### config.mk
export PLATFORM = sky130hd
export DESIGN_NAME = jam_cost_table
export DESIGN_NICKNAME = d
export VERILOG_FILES = /design/src/rtl/jam_cost_table.sv
export SDC_FILE = /design/constraint.sdc
export NUM_CORES = 1
export LEC_CHECK = 0
export ABC_AREA = 1
export CAP_MARGIN = 0
export CORE_MARGIN = 3
export CORE_UTILIZATION = 63
export DETAILED_ROUTE_END_ITERATION = 7
export PLACE_DENSITY_LB_ADDON = 0.3
export SYNTH_ARGS = -nofsm -noshare
export SYNTH_HDL_FRONTEND = slang
export SYNTH_SLANG_ARGS = --single-unit
### constraint.sdc
create_clock -name CLK -period 6.3 [get_ports CLK]
set_clock_uncertainty 0.15 [all_clocks]
set_input_delay 1.26 -clock CLK [delete_from_list [all_inputs] [get_ports CLK]]
set_output_delay 1.26 -clock CLK [all_outputs]
set_load 0.01 [all_outputs]
### src/rtl/jam_cost_table.sv
// jam_cost_table
// Cost store for the job-assignment solver. A streaming load port fills an
// N x N worker/job cost matrix in row-major order (index = W*N + J). Once the
// whole matrix is in, the solver's (W, J) lookups are answered on Cost with
// one cycle of latency.
//
// Ports:
//   CLK          clock, rising edge
//   RST          asynchronous active-low reset
//   load_start   one-cycle pulse: start, or restart, a matrix load
//   load_valid   load_data is valid this cycle
//   load_data    one cost entry (row-major order)
//   load_ready   table accepts load_data this cycle (LOADING)
//   W, J         worker / job index from the solver
//   Cost         registered cost for the (W, J) of the previous cycle
//   table_ready  full matrix loaded, lookups valid
//   load_count   entries accepted in the current load (0..N*N)
//   sum_total    sum of all entries accepted in the current load
module jam_cost_table #(
  parameter int N      = 8,
  parameter int IDX_W  = 3,
  parameter int COST_W = 7,
  parameter int SUM_W  = 13
) (
  input  logic                 CLK,
  input  logic                 RST,
  input  logic                 load_start,
  input  logic                 load_valid,
  input  logic [COST_W-1:0]    load_data,
  output logic                 load_ready,
  input  logic [IDX_W-1:0]     W,
  input  logic [IDX_W-1:0]     J,
  output logic [COST_W-1:0]    Cost,
  output logic                 table_ready,
  output logic [IDX_W*2:0]     load_count,
  output logic [SUM_W-1:0]     sum_total
);

  localparam int CNT_W = IDX_W * 2 + 1;
  localparam logic [CNT_W-1:0] CNT_LAST = CNT_W'(N * N - 1);
  localparam logic [CNT_W-1:0] CNT_ONE  = CNT_W'(1);

  typedef enum logic [1:0] {
    ST_EMPTY   = 2'd0,
    ST_LOADING = 2'd1,
    ST_READY   = 2'd2
  } state_t;

  state_t              state_r;
  state_t              next_state_s;
  logic                accept_s;
  logic                load_ready_s;
  logic                table_ready_s;
  logic [COST_W-1:0]   cost_s;
  logic                load_ready_r;
  logic                table_ready_r;
  logic [COST_W-1:0]   cost_r;
  logic [CNT_W-1:0]    load_count_r;
  logic [SUM_W-1:0]    sum_total_r;
  logic [COST_W-1:0]   mem_r [N*N];

  // load_start always wins over a same-cycle entry, which is then discarded.
  assign accept_s = (state_r == ST_LOADING) && load_valid && !load_start;

  // State register.
  always_ff @(posedge CLK or negedge RST) begin
    if (!RST) begin
      state_r <= ST_EMPTY;
    end else begin
      state_r <= next_state_s;
    end
  end

  // Next-state logic.
  always_comb begin
    next_state_s = state_r;
    case (state_r)
      ST_EMPTY: begin
        if (load_start) begin
          next_state_s = ST_LOADING;
        end else begin
          next_state_s = ST_EMPTY;
        end
      end
      ST_LOADING: begin
        if (load_start) begin
          next_state_s = ST_LOADING;
        end else if (accept_s && (load_count_r == CNT_LAST)) begin
          next_state_s = ST_READY;
        end else begin
          next_state_s = ST_LOADING;
        end
      end
      ST_READY: begin
        if (load_start) begin
          next_state_s = ST_LOADING;
        end else begin
          next_state_s = ST_READY;
        end
      end
      default: begin
        next_state_s = ST_EMPTY;
      end
    endcase
  end

  // Output decode: flags follow the state being entered so they are valid
  // from the first cycle of that state; Cost is forced to zero as soon as a
  // reload begins.
  always_comb begin
    load_ready_s  = 1'b0;
    table_ready_s = 1'b0;
    cost_s        = '0;
    case (next_state_s)
      ST_LOADING: load_ready_s  = 1'b1;
      ST_READY:   table_ready_s = 1'b1;
      default: begin
        load_ready_s  = 1'b0;
        table_ready_s = 1'b0;
      end
    endcase
    if ((state_r == ST_READY) && !load_start) begin
      cost_s = mem_r[{W, J}];
    end else begin
      cost_s = '0;
    end
  end

  // Registered outputs and load progress counters.
  always_ff @(posedge CLK or negedge RST) begin
    if (!RST) begin
      load_ready_r  <= 1'b0;
      table_ready_r <= 1'b0;
      cost_r        <= '0;
      load_count_r  <= '0;
      sum_total_r   <= '0;
    end else begin
      load_ready_r  <= load_ready_s;
      table_ready_r <= table_ready_s;
      cost_r        <= cost_s;
      if (load_start) begin
        load_count_r <= '0;
        sum_total_r  <= '0;
      end else if (accept_s) begin
        load_count_r <= load_count_r + CNT_ONE;
        sum_total_r  <= sum_total_r + SUM_W'(load_data);
      end
    end
  end

  // Matrix storage; not reset, contents only matter once a load completes.
  always_ff @(posedge CLK) begin
    if (accept_s) begin
      mem_r[load_count_r[CNT_W-2:0]] <= load_data;
    end
  end

  assign load_ready  = load_ready_r;
  assign table_ready = table_ready_r;
  assign Cost        = cost_r;
  assign load_count  = load_count_r;
  assign sum_total   = sum_total_r;

endmodule

## After elaboration in Yosys (flattened, before gate mapping)

Memory sizes are Yosys's and may differ from the RTL's.
Index checks and enable logic that the tools add are counted.

- Flip-flop bits (word level): 31
- RAM bits: 448
- Bits of input ports: 17
- Output and inout port bits: 29
- Word-level logic and storage cells: 35
- Memories: 1

- Add/subtract/negate cells: 2
- Equal/unequal tests: 5
- Mux-type cells: 14
- Reduce and logical (&&, ||, !) cells: 7

Memory list:

| memory | depth | bits a word | rd ports | clocked after Yosys merged registers in | write ports | RTL line | source |
|---|---|---|---|---|---|---|---|
| mem_r | 64 | 7 | 1 | 0 | 1 | 60 | `logic [COST_W-1:0] mem_r [N*N];` |

Operator list:

| cell | number |
|---|---|
| $mux W13 | 2 |
| $mux W7 | 3 |
| $add A13 B7 Y13 | 1 |
| $add A7 B1 Y7 const B | 1 |
| $eq A7 B6 Y1 const B | 1 |
| $mux W2 | 3 |
| $pmux W2 S3 | 1 |
| $mux W1 | 5 |
| $eq A2 B1 Y1 const B | 2 |
| $eq A2 B2 Y1 const B | 2 |
| $logic_and A1 B1 Y1 | 4 |
| $logic_not A2 Y1 | 1 |
| $reduce_bool A2 Y1 | 1 |
| $logic_not A1 Y1 | 1 |

## Longest topological paths before layout

Gate-level depths: netlist of run 1.

- Word-level depth: 9
- Mapped depth: 12

## Worst setup path after synthesis of run 1

OpenSTA, ideal clock, no wires.

- Path type: input port to flip-flop
- Start point: input load_data[0]
- End point: register sum_total_r[10] (netlist: sum_total[10])
- Library setup time: 123 ps
- Arrival: 2,617 ps
- Data required time: 6,027 ps
- Path slack: 3,410 ps
- Stages: 9
- Buffers on the path: 0
- Path through: ha_1 -> inv_1 -> fa_1 -> o21ai_0 -> nand3_1 -> nand2_1 -> nand3_1 -> o21ai_0 -> a21oi_1

- Longest elaborated chain between the ends: 3

RTL lines:

| what | RTL line | source |
|---|---|---|
| start: declaration | 29 | `input logic [COST_W-1:0] load_data,` |
| $add A13 B7 Y13 | 146 | `sum_total_r <= sum_total_r + SUM_W'(load_data);` |
| $mux W13 | 144 | `end else if (accept_s) begin` |
| $mux W13 | 141 | `if (load_start) begin` |
| end signal: assignment | 146 |  |
| end: declaration | 59 | `logic [SUM_W-1:0] sum_total_r;` |

Every way passes these cells. The select of a mux whose other input is x is not followed.
A chain may end at the register's enable or synchronous reset.

## Worst setup path in the final report of run 1

- Start point: input load_valid
- End point: memory mem_r[25][5] (enable)

- Longest elaborated chain between the ends: 4

RTL lines:

| what | RTL line | source |
|---|---|---|
| start: declaration | 28 | `input logic load_valid,` |
| $logic_and A1 B1 Y1 (2 in a row) | 63 | `assign accept_s = (state_r == ST_LOADING) && load_valid && !load_start;` |
| $mux W1 | 153 | `if (accept_s) begin` |
| $mux W1 (not written as such) | 154 | `mem_r[load_count_r[CNT_W-2:0]] <= load_data;` |
| end: declaration | 60 |  |

Every way passes these cells.

==> results of run 1 <==
-- power by group through the flow --
stage / clock (mW) / sequential (mW) / combinational [mW]
3_3_place_gp: 0 / 3.57 / 0.416
5_1_grt: 2.74 / 3.51 / 0.481
6_report: 2.59 / 3.51 / 0.436
3_5_place_dp: 0 / 3.57 / 0.428
2_1_floorplan: 0 / 3.58 / 0.257
4_1_cts: 2.60 / 3.51 / 0.431
-- cell type report --
class                           count  area [µm²]
Clock inverter                     23         129
Inverter                           32         126
Multi-Input combinational cell   1145        5020
Sequential cell                   479       14200
Timing Repair Buffer               61         524
Fill cell                        2033        9020
Tap cell                          396         495
Clock buffer                       62        1280
-- path summary, 6_finish.rpt --
path	to	from	slack [ns]
worst max-delay path	mem_r[25][5]$_DFFE_PP_	load_valid	2.26
worst min-delay path	sum_total[3]$_DFFE_PN0P_	sum_total[3]$_DFFE_PN0P_	0.40
worst max register to register	mem_r[25][5]$_DFFE_PP_	state_r[1]$_DFF_PN0_	2.98
worst min register to register	sum_total[3]$_DFFE_PN0P_	sum_total[3]$_DFFE_PN0P_	0.40
max in group asynchronous	Cost[5]$_DFF_PN0_	RST	4.87
min in group asynchronous	sum_total[2]$_DFFE_PN0P_	RST	0.63
-- kinds of logic after synthesis --
logic type	count (synthesis)	share of synthesized area, %
xor gates and xnor gates	3	0.132
AOI/OAI and AO/OA	39	1.04
buffers and inverters	128	3.21
DFF	479	71.5
and+or+nand+nor	1094	23.5
adders and majority gates	9	0.604
-- registers in the layout (all words and copies together) (netlist names) --
register     cells
load_ready       1
load_count       7
table_ready      1
Cost             7
state_r          2
sum_total       13
mem_r          448
-- synth_stat cells --
| library cell | number | area share (%) |
|---|---|---|
| a21oi_1 | 18 | 0.45 |
| buf_1 | 9 | 0.17 |
| inv_4 | 1 | 0.031 |
| o22ai_1 | 1 | 0.031 |
| nand3_2 | 4 | 0.20 |
| dfrtp_1 | 31 | 3.9 |
| edfxtp_1 | 448 | 68 |
| nor4_1 | 1 | 0.031 |
| nor3_1 | 5 | 0.13 |
| clkbuf_1 | 19 | 0.36 |
| nand4_1 | 3 | 0.094 |
| o21ai_0 | 15 | 0.38 |
| buf_2 | 47 | 1.2 |
| inv_2 | 2 | 0.038 |
| fa_1 | 1 | 0.10 |
| a31oi_1 | 1 | 0.031 |
| buf_4 | 16 | 0.60 |
| nand2_1 | 597 | 11 |
| xnor2_1 | 1 | 0.044 |
| o31ai_1 | 1 | 0.038 |
| o21bai_1 | 2 | 0.075 |
| and2_1 | 1 | 0.031 |
| nor2_4 | 2 | 0.11 |
| inv_1 | 28 | 0.53 |
| nand3_1 | 399 | 10 |
| nand3b_1 | 1 | 0.038 |
| nor2_1 | 81 | 1.5 |
| buf_6 | 5 | 0.28 |
| xor2_1 | 2 | 0.088 |
| a22oi_1 | 1 | 0.038 |
| ha_1 | 8 | 0.50 |
| clkinv_1 | 1 | 0.019 |
-- critical path: cells and delay by family --
kind                   cells  cell delay, ns
AND/OR/NAND/NOR            4            2.33
buffers and inverters      1            0.47
-- per-layer routing --
layer | wire length, µm | GRT usage (%) | share of wire (%)
met5 | 0 | 0 | 0
met3 | 4190 | 4.67 | 8.9
met2 | 22900 | 47.4 | 49
met1 | 18200 | 38.6 | 39
met4 | 1700 | 10.7 | 3.6
-- through the flow --
| stage | hold WS, ns | cell area (µm²) | util (%) | worst slack [ns] |
|---|---|---|---|---|
| 2_1_floorplan | 0.353 | 19900 | - | 3.41 |
| 3_3_place_gp | 0.371 | 20400 | 66.2 | 1.83 |
| 3_5_place_dp | 0.386 | 20400 | 66.2 | 1.80 |
| 4_1_cts | 0.404 | 21800 | 70.7 | 2.36 |
| 5_1_grt | 0.447 | 21800 | 70.7 | 2.20 |
| 6_report | 0.400 | 21800 | 70.7 | 2.26 |
==> results.sh, run 1 <==
export IMPL_clkTransAtPathRegs_ns=0.06
export IMPL_die_height_um=184
export IMPL_portBuffers=45
export IMPL_p_switching_mw=1.45
export IMPL_cts_tree="yes"
export IMPL_drive_gt1_share_pct=5.38
export IMPL_avgSynthCellArea_um2=11.4
export IMPL_synth_cell_types=32
export IMPL_tightest_slew_ns=1.06
export IMPL_antenna_found_initial=0
export IMPL_power_density_mw_per_mm2=300
export IMPL_worstSkewPairLatency_ns=0.55
export IMPL_switching_share_pct=22.2
export IMPL_crit_path_start_kind="input pin"
export IMPL_drc=0
export IMPL_drt_iter0_markers=1793
export IMPL_rsz0062_at_grt="false"
export IMPL_finalPower_mw=6.53
export IMPL_ys_warn_count=0
export IMPL_dp_hpwl_um=26600
export IMPL_status="finished clean"
export IMPL_criticalPathCategory="in -> reg"
export IMPL_dp_cells=2113
export IMPL_cts_sinks=479
export IMPL_critical_path_max_stage_delay_ns=0.88
export IMPL_cts_htree_levels=2
export IMPL_avgRoutedWirePerCell_um=21.4
export IMPL_layout_common_cells="nand2_1 (597), edfxtp_1 (448), nand3_1 (399)"
export IMPL_ir_drop_mv=0.235
export IMPL_fin_setup_tns_ns=0
export IMPL_cp_arrival_ns=4.06
export IMPL_mostFrequentLayoutCell="nand2_1"
export IMPL_die_w_um=184
export IMPL_grt_pass1_wl_um=73600
export IMPL_cts_resized=0
export IMPL_fin_crit_sh_pct=64.1
export IMPL_synthCells=1752
export IMPL_first_global_vias=13200
export IMPL_syn_area_mm2=0.0199
export IMPL_dieArea_mm2=0.0337
export IMPL_core_region_area_mm2=0.0308
export IMPL_ff2ff_path_depth=5
export IMPL_finalHoldViolations=0
export IMPL_final_cell_count_no_fill=2198
export IMPL_syn_nets=1778
export IMPL_path_max_fanout=16
export IMPL_seqPwrFrac_pct=53.7
export IMPL_hold_depth=2
export IMPL_row_count=64
export IMPL_gp_congestion=0.875
export IMPL_nets=1791
export IMPL_ctsHoldBuffers=0
export IMPL_grt_overflow_total=0
export IMPL_synth_seq_cells=479
export IMPL_area_growth_pct=9.66
export IMPL_combPwrFrac_pct=6.7
export IMPL_grt_usage_pct=28.5
export IMPL_max_cap_violations=0
export IMPL_routed_via_density=6.10
export IMPL_insertedDiodeCount=0
export IMPL_numCtsBuffers=46
export IMPL_synth_seq_area_share_pct=71.5
export IMPL_post_route_min_period_ns=4.04
export IMPL_cts_setup_buffers=0
export IMPL_cpMaxStageDelayCell="nor2_1"
export IMPL_leakage_nw=7.93
export IMPL_wirelength_um=47000
export IMPL_cp_required_ns=6.32
export IMPL_slew_headroom_pct=29.5
export IMPL_setup_violations=0
export IMPL_num_io_pins=46
export IMPL_end_kind="register"
export IMPL_internal_power_mw=5.08
export IMPL_path_cells="clkdlybuf4s50_1 > nand3_2 > nor2_4 > nand4_1 > nor2_1"
export IMPL_grt_start_max_net_pins=126
export IMPL_first_pass_iters=6
export IMPL_max_clock_freq_mhz=247
export IMPL_start_util_pct=64.5
export IMPL_ant_nets=0
export IMPL_hp_class="reg -> reg"
export IMPL_root_buffer="clkbuf_16"
export IMPL_dr_total_vias=13400
export IMPL_clk_path_buf_depth=3
export IMPL_pwr_share_clk_pct=39.6
export IMPL_drv_slew=0
(Power assumes the default switching activity.)
==> run 2: changes to the inputs <==
Settings changed: CORE_UTILIZATION 63 to 56.
Clock period 6.3 ns to 3.2 ns, I/O delays scaled along.
==> results.sh, run 2 (same netlist as run 1, synthesis figures left out) <==
export IMPL_leakage_nw=8.36
export IMPL_switching_share_pct=21.8
export IMPL_grt_overflow_total=0
export IMPL_final_cell_count_no_fill=2317
export IMPL_routed_via_density=5.91
export IMPL_max_cap_violations=0
export IMPL_drv_slew=0
export IMPL_end_kind="primary output"
export IMPL_critical_path_max_stage_delay_ns=0.61
export IMPL_insertedDiodeCount=0
export IMPL_ctsHoldBuffers=0
export IMPL_area_growth_pct=13.6
export IMPL_dieArea_mm2=0.0378
export IMPL_grt_pass1_wl_um=76300
export IMPL_slew_headroom_pct=39.7
export IMPL_nets=1855
export IMPL_num_io_pins=46
export IMPL_max_clock_freq_mhz=399
export IMPL_cts_resized=0
export IMPL_power_density_mw_per_mm2=592
export IMPL_clkTransAtPathRegs_ns=0.06
export IMPL_cp_arrival_ns=1.72
export IMPL_die_w_um=194
export IMPL_tightest_slew_ns=0.904
export IMPL_cp_required_ns=2.41
export IMPL_drt_iter0_markers=1633
export IMPL_worstSkewPairLatency_ns=0.56
export IMPL_fin_crit_sh_pct=78.4
export IMPL_largest_register_ffs=448
export IMPL_path_cells="clkdlybuf4s50_1"
export IMPL_path_max_fanout=7
export IMPL_wirelength_um=50100
export IMPL_cts_tree="yes"
export IMPL_ant_nets=0
export IMPL_mostFrequentLayoutCell="nand2_1"
export IMPL_row_count=68
export IMPL_combPwrFrac_pct=6.8
export IMPL_dp_hpwl_um=30500
export IMPL_status="finished clean"
export IMPL_pwr_share_clk_pct=41.5
export IMPL_setup_violations=0
export IMPL_p_switching_mw=2.92
export IMPL_internal_power_mw=10.4
export IMPL_antenna_found_initial=0
export IMPL_drive_gt1_share_pct=8.97
export IMPL_avgRoutedWirePerCell_um=21.6
export IMPL_core_region_area_mm2=0.0348
export IMPL_whs_ns=0.0222
export IMPL_cpMaxStageDelayCell="clkdlybuf4s50_1"
export IMPL_first_global_vias=13200
export IMPL_criticalPathCategory="reg -> out"
export IMPL_clk_path_buf_depth=3
export IMPL_root_buffer="clkbuf_16"
export IMPL_gp_congestion=0.874
export IMPL_cts_setup_buffers=0
export IMPL_crit_path_start_kind="register"
export IMPL_fin_setup_tns_ns=0
export IMPL_dp_cells=2234
export IMPL_rsz0062_at_grt="false"
export IMPL_ir_drop_mv=0.486
export IMPL_dr_total_vias=13700
export IMPL_grt_start_max_net_pins=99
export IMPL_cts_htree_levels=2
export IMPL_cts_sinks=479
export IMPL_numCtsBuffers=48
export IMPL_first_pass_iters=6
export IMPL_seqPwrFrac_pct=51.7
export IMPL_post_route_min_period_ns=2.51
export IMPL_path_delay_family="buffers and inverters"
export IMPL_drc=0
export IMPL_start_util_pct=57.2
export IMPL_die_height_um=194
export IMPL_grt_usage_pct=26.2
export IMPL_path_buf_inv=1
export IMPL_layout_common_cells="nand2_1 (597), edfxtp_1 (448), nand3_1 (399)"
export IMPL_finalHoldViolations=0
export IMPL_portBuffers=45
export IMPL_hp_class="in -> async"
## run 2: cell type report
type                            count  area, µm²
Multi-Input combinational cell   1145       5020
Clock buffer                       63       1330
Inverter                           32        126
Timing Repair Buffer              123       1090
Fill cell                        2478      12200
Tap cell                          455        569
Clock inverter                     20        224
Sequential cell                   479      14200
## run 2: worst reg2reg max path, cell delays in order (launching register included)
cell     delay [ns]
dfrtp_1        0.36
inv_1          0.10
nand3_2        0.10
nor2_4         0.25
inv_2          0.12
nor2_4         0.17
nand3_2        0.38
nor2_1         0.22
buf_4          0.19
## run 2: power groups by stage
stage | sequential (mW) | clock [mW] | combinational [mW]
6_report | 6.91 | 5.54 | 0.911
5_1_grt | 6.91 | 5.85 | 0.993
4_1_cts | 6.91 | 5.58 | 0.899
3_5_place_dp | 7.04 | 0 | 0.893
3_3_place_gp | 7.04 | 0 | 0.879
2_1_floorplan | 7.04 | 0 | 0.506
## run 2: final timing paths
| check | depth (start not counted) | end | slack (ns) | from |
|---|---|---|---|---|
| hold reg to reg | 1 | state_r[0]$_DFF_PN0_ | 0.40 | state_r[0]$_DFF_PN0_ |
| hold / removal | 1 | sum_total[4]$_DFFE_PN0P_ | 0.02 | RST |
| max in group asynchronous | 1 | Cost[5]$_DFF_PN0_ | 2.37 | RST |
| setup reg to reg | 8 | mem_r[32][1]$_DFFE_PP_ | 0.87 | state_r[1]$_DFF_PN0_ |
| min in group CLK | 1 | state_r[0]$_DFF_PN0_ | 0.40 | state_r[0]$_DFF_PN0_ |
| setup / recovery | 1 | load_count[0] | 0.69 | load_count[0]$_DFFE_PN0P_ |
## run 2: stage by stage
stage | area (µm²) | total power, mW | util [%] | setup WS [ns]
after floorplan | 19900 | 7.55 | - | 0.930
after global routing | 22600 | 13.7 | 64.9 | 0.648
after detailed placement | 21000 | 7.93 | 60.5 | 0.241
after global placement | 21000 | 7.92 | 60.5 | 0.303
final | 22600 | 13.4 | 64.9 | 0.692
after CTS | 22600 | 13.4 | 64.9 | 0.680
## run 2: layer usage
metal / global-route usage [%] / wire, µm / vias to the layer above
met5: 0 / 0 / -
met1: 36.8 / 19800 / 6546
li1: - / - / 6262
met3: 4.39 / 5020 / 118
met2: 41.9 / 23500 / 774
met4: 9.87 / 1840 / 0
==> run 3: changes to the inputs <==
Clock period 3.2 ns to 2.02 ns, I/O delays scaled along.
==> results.sh, run 3 (same netlist as run 1, synthesis figures left out) <==
export IMPL_status="finished clean"
export IMPL_slew_headroom_pct=40.8
export IMPL_dp_cells=2315
export IMPL_internal_power_mw=16.3
export IMPL_finalHoldViolations=0
export IMPL_antenna_found_initial=0
export IMPL_combPwrFrac_pct=7.6
export IMPL_grt_usage_pct=26.5
export IMPL_ant_nets=0
export IMPL_seqPwrFrac_pct=52.1
export IMPL_crit_path_start_kind="register"
export IMPL_area_growth_pct=17.6
export IMPL_setup_violations=0
export IMPL_cts_htree_levels=2
export IMPL_critical_path_max_stage_delay_ns=0.54
export IMPL_max_cap_violations=0
export IMPL_path_buf_inv=1
export IMPL_num_io_pins=46
export IMPL_avgRoutedWirePerCell_um=21.0
export IMPL_core_region_area_mm2=0.0348
export IMPL_switching_share_pct=22.3
export IMPL_cp_required_ns=1.47
export IMPL_cts_tree="yes"
export IMPL_hp_class="in -> reg"
export IMPL_pwr_share_clk_pct=40.3
export IMPL_largest_register_ffs=448
export IMPL_die_w_um=194
export IMPL_clkTransAtPathRegs_ns=0.06
export IMPL_grt_overflow_total=0
export IMPL_drv_slew=0
export IMPL_numCtsBuffers=47
export IMPL_post_route_min_period_ns=1.97
export IMPL_dr_total_vias=14000
export IMPL_dp_slack_ns=-0.307
export IMPL_worstSkewPairLatency_ns=0.56
export IMPL_routed_via_density=5.83
export IMPL_first_pass_iters=8
export IMPL_end_kind="primary output"
export IMPL_cp_arrival_ns=1.41
export IMPL_power_density_mw_per_mm2=898
export IMPL_cpMaxStageDelayCell="clkdlybuf4s50_1"
export IMPL_worst_slack_ns=0.0540
export IMPL_mostFrequentLayoutCell="nand2_1"
export IMPL_gp_congestion=0.916
export IMPL_max_clock_freq_mhz=509
export IMPL_path_delay_family="buffers and inverters"
export IMPL_p_switching_mw=4.69
export IMPL_grt_pass1_wl_um=76800
export IMPL_grt_start_max_net_pins=73
export IMPL_leakage_nw=8.96
export IMPL_drive_gt1_share_pct=13.2
export IMPL_rsz0062_at_grt="true"
export IMPL_ir_drop_mv=0.713
export IMPL_start_util_pct=57.2
export IMPL_nets=1938
export IMPL_fin_crit_sh_pct=97.3
export IMPL_portBuffers=45
export IMPL_dieArea_mm2=0.0378
export IMPL_post_dp_cell_area_mm2=0.0218
export IMPL_die_height_um=194
export IMPL_path_max_fanout=1
export IMPL_dp_hpwl_um=30900
export IMPL_nFillCells=2480
export IMPL_tightest_slew_ns=0.888
export IMPL_drc=0
export IMPL_final_cell_count_no_fill=2404
export IMPL_path_cells="clkdlybuf4s50_1"
export IMPL_wirelength_um=50400
export IMPL_criticalPathCategory="reg -> out"
export IMPL_clk_path_buf_depth=3
export IMPL_layout_common_cells="nand2_1 (596), edfxtp_1 (448), nand3_1 (399)"
export IMPL_row_count=68
export IMPL_fin_area_mm2=0.0234
export IMPL_cts_sinks=479
export IMPL_drt_iter0_markers=1795
export IMPL_root_buffer="clkbuf_16"
export IMPL_insertedDiodeCount=0
export IMPL_first_global_vias=13500
[run 3: cell type report]
| type | count | area, µm² | share of cell area (%) |
|---|---|---|---|
| Clock buffer | 62 | 1280 | 5.49 |
| Clock inverter | 24 | 208 | 0.888 |
| Inverter | 32 | 126 | 0.540 |
| Multi-Input combinational cell | 1145 | 5060 | 21.6 |
| Sequential cell | 479 | 14200 | 60.9 |
| Tap cell | 455 | 569 | 2.43 |
| Timing Repair Buffer | 207 | 1900 | 8.14 |
[run 3: what timing repair did]
item,in CTS,in global routing
endpoints found under the setup margin,23,48
hold endpoints to repair,31,0
pin swaps,0,3
resized for setup,28,11
setup buffers,2,0
hold buffers,1,0
[run 3: path summary, 6_finish.rpt]
path | start | endpoint | slack [ns] | cells after the start
worst max-delay path | load_ready$_DFF_PN0_ | load_ready | 0.05 | 1
worst min-delay path | load_data[4] | mem_r[44][4]$_DFFE_PP_ | 0.05 | 1
worst max register to register | sum_total[2]$_DFFE_PN0P_ | sum_total[11]$_DFFE_PN0P_ | 0.12 | 10
worst min register to register | sum_total[12]$_DFFE_PN0P_ | sum_total[12]$_DFFE_PN0P_ | 0.38 | 2
max in group asynchronous | RST | load_count[2]$_DFFE_PN0P_ | 1.08 | 3
min in group asynchronous | RST | sum_total[6]$_DFFE_PN0P_ | 0.28 | 3
[run 3: metrics by stage]
step | total power, mW | utilization (%) | hold slack [ns] | setup TNS [ns]
finish | 21.0 | 67.2 | 0.0494 | 0
global route | 21.6 | 67.2 | 0.0424 | -0.00775
CTS | 21.0 | 67.1 | 0.0315 | 0
detailed placement | 12.7 | 62.8 | 0.330 | -118.40
global placement | 12.7 | 62.8 | 0.321 | -107.75
floorplan | 12.0 | - | -0.0416 | 0
[run 3: metal layers]
metal	global-route usage (%)	routed length [µm]	vias up
li1	-	-	6437
met1	36.3	20200	6699
met2	43.1	23700	748
met3	3.67	4160	142
met4	11.3	2280	0
met5	0	0	-
[run 3: power groups by stage]
stage	sequential, mW	clock, mW	combinational, mW
after global placement	11.1	0	1.53
after detailed placement	11.1	0	1.55
final	10.9	8.47	1.59
after global routing	10.9	8.97	1.73
after floorplan	11.2	0	0.803
after CTS	10.9	8.53	1.56
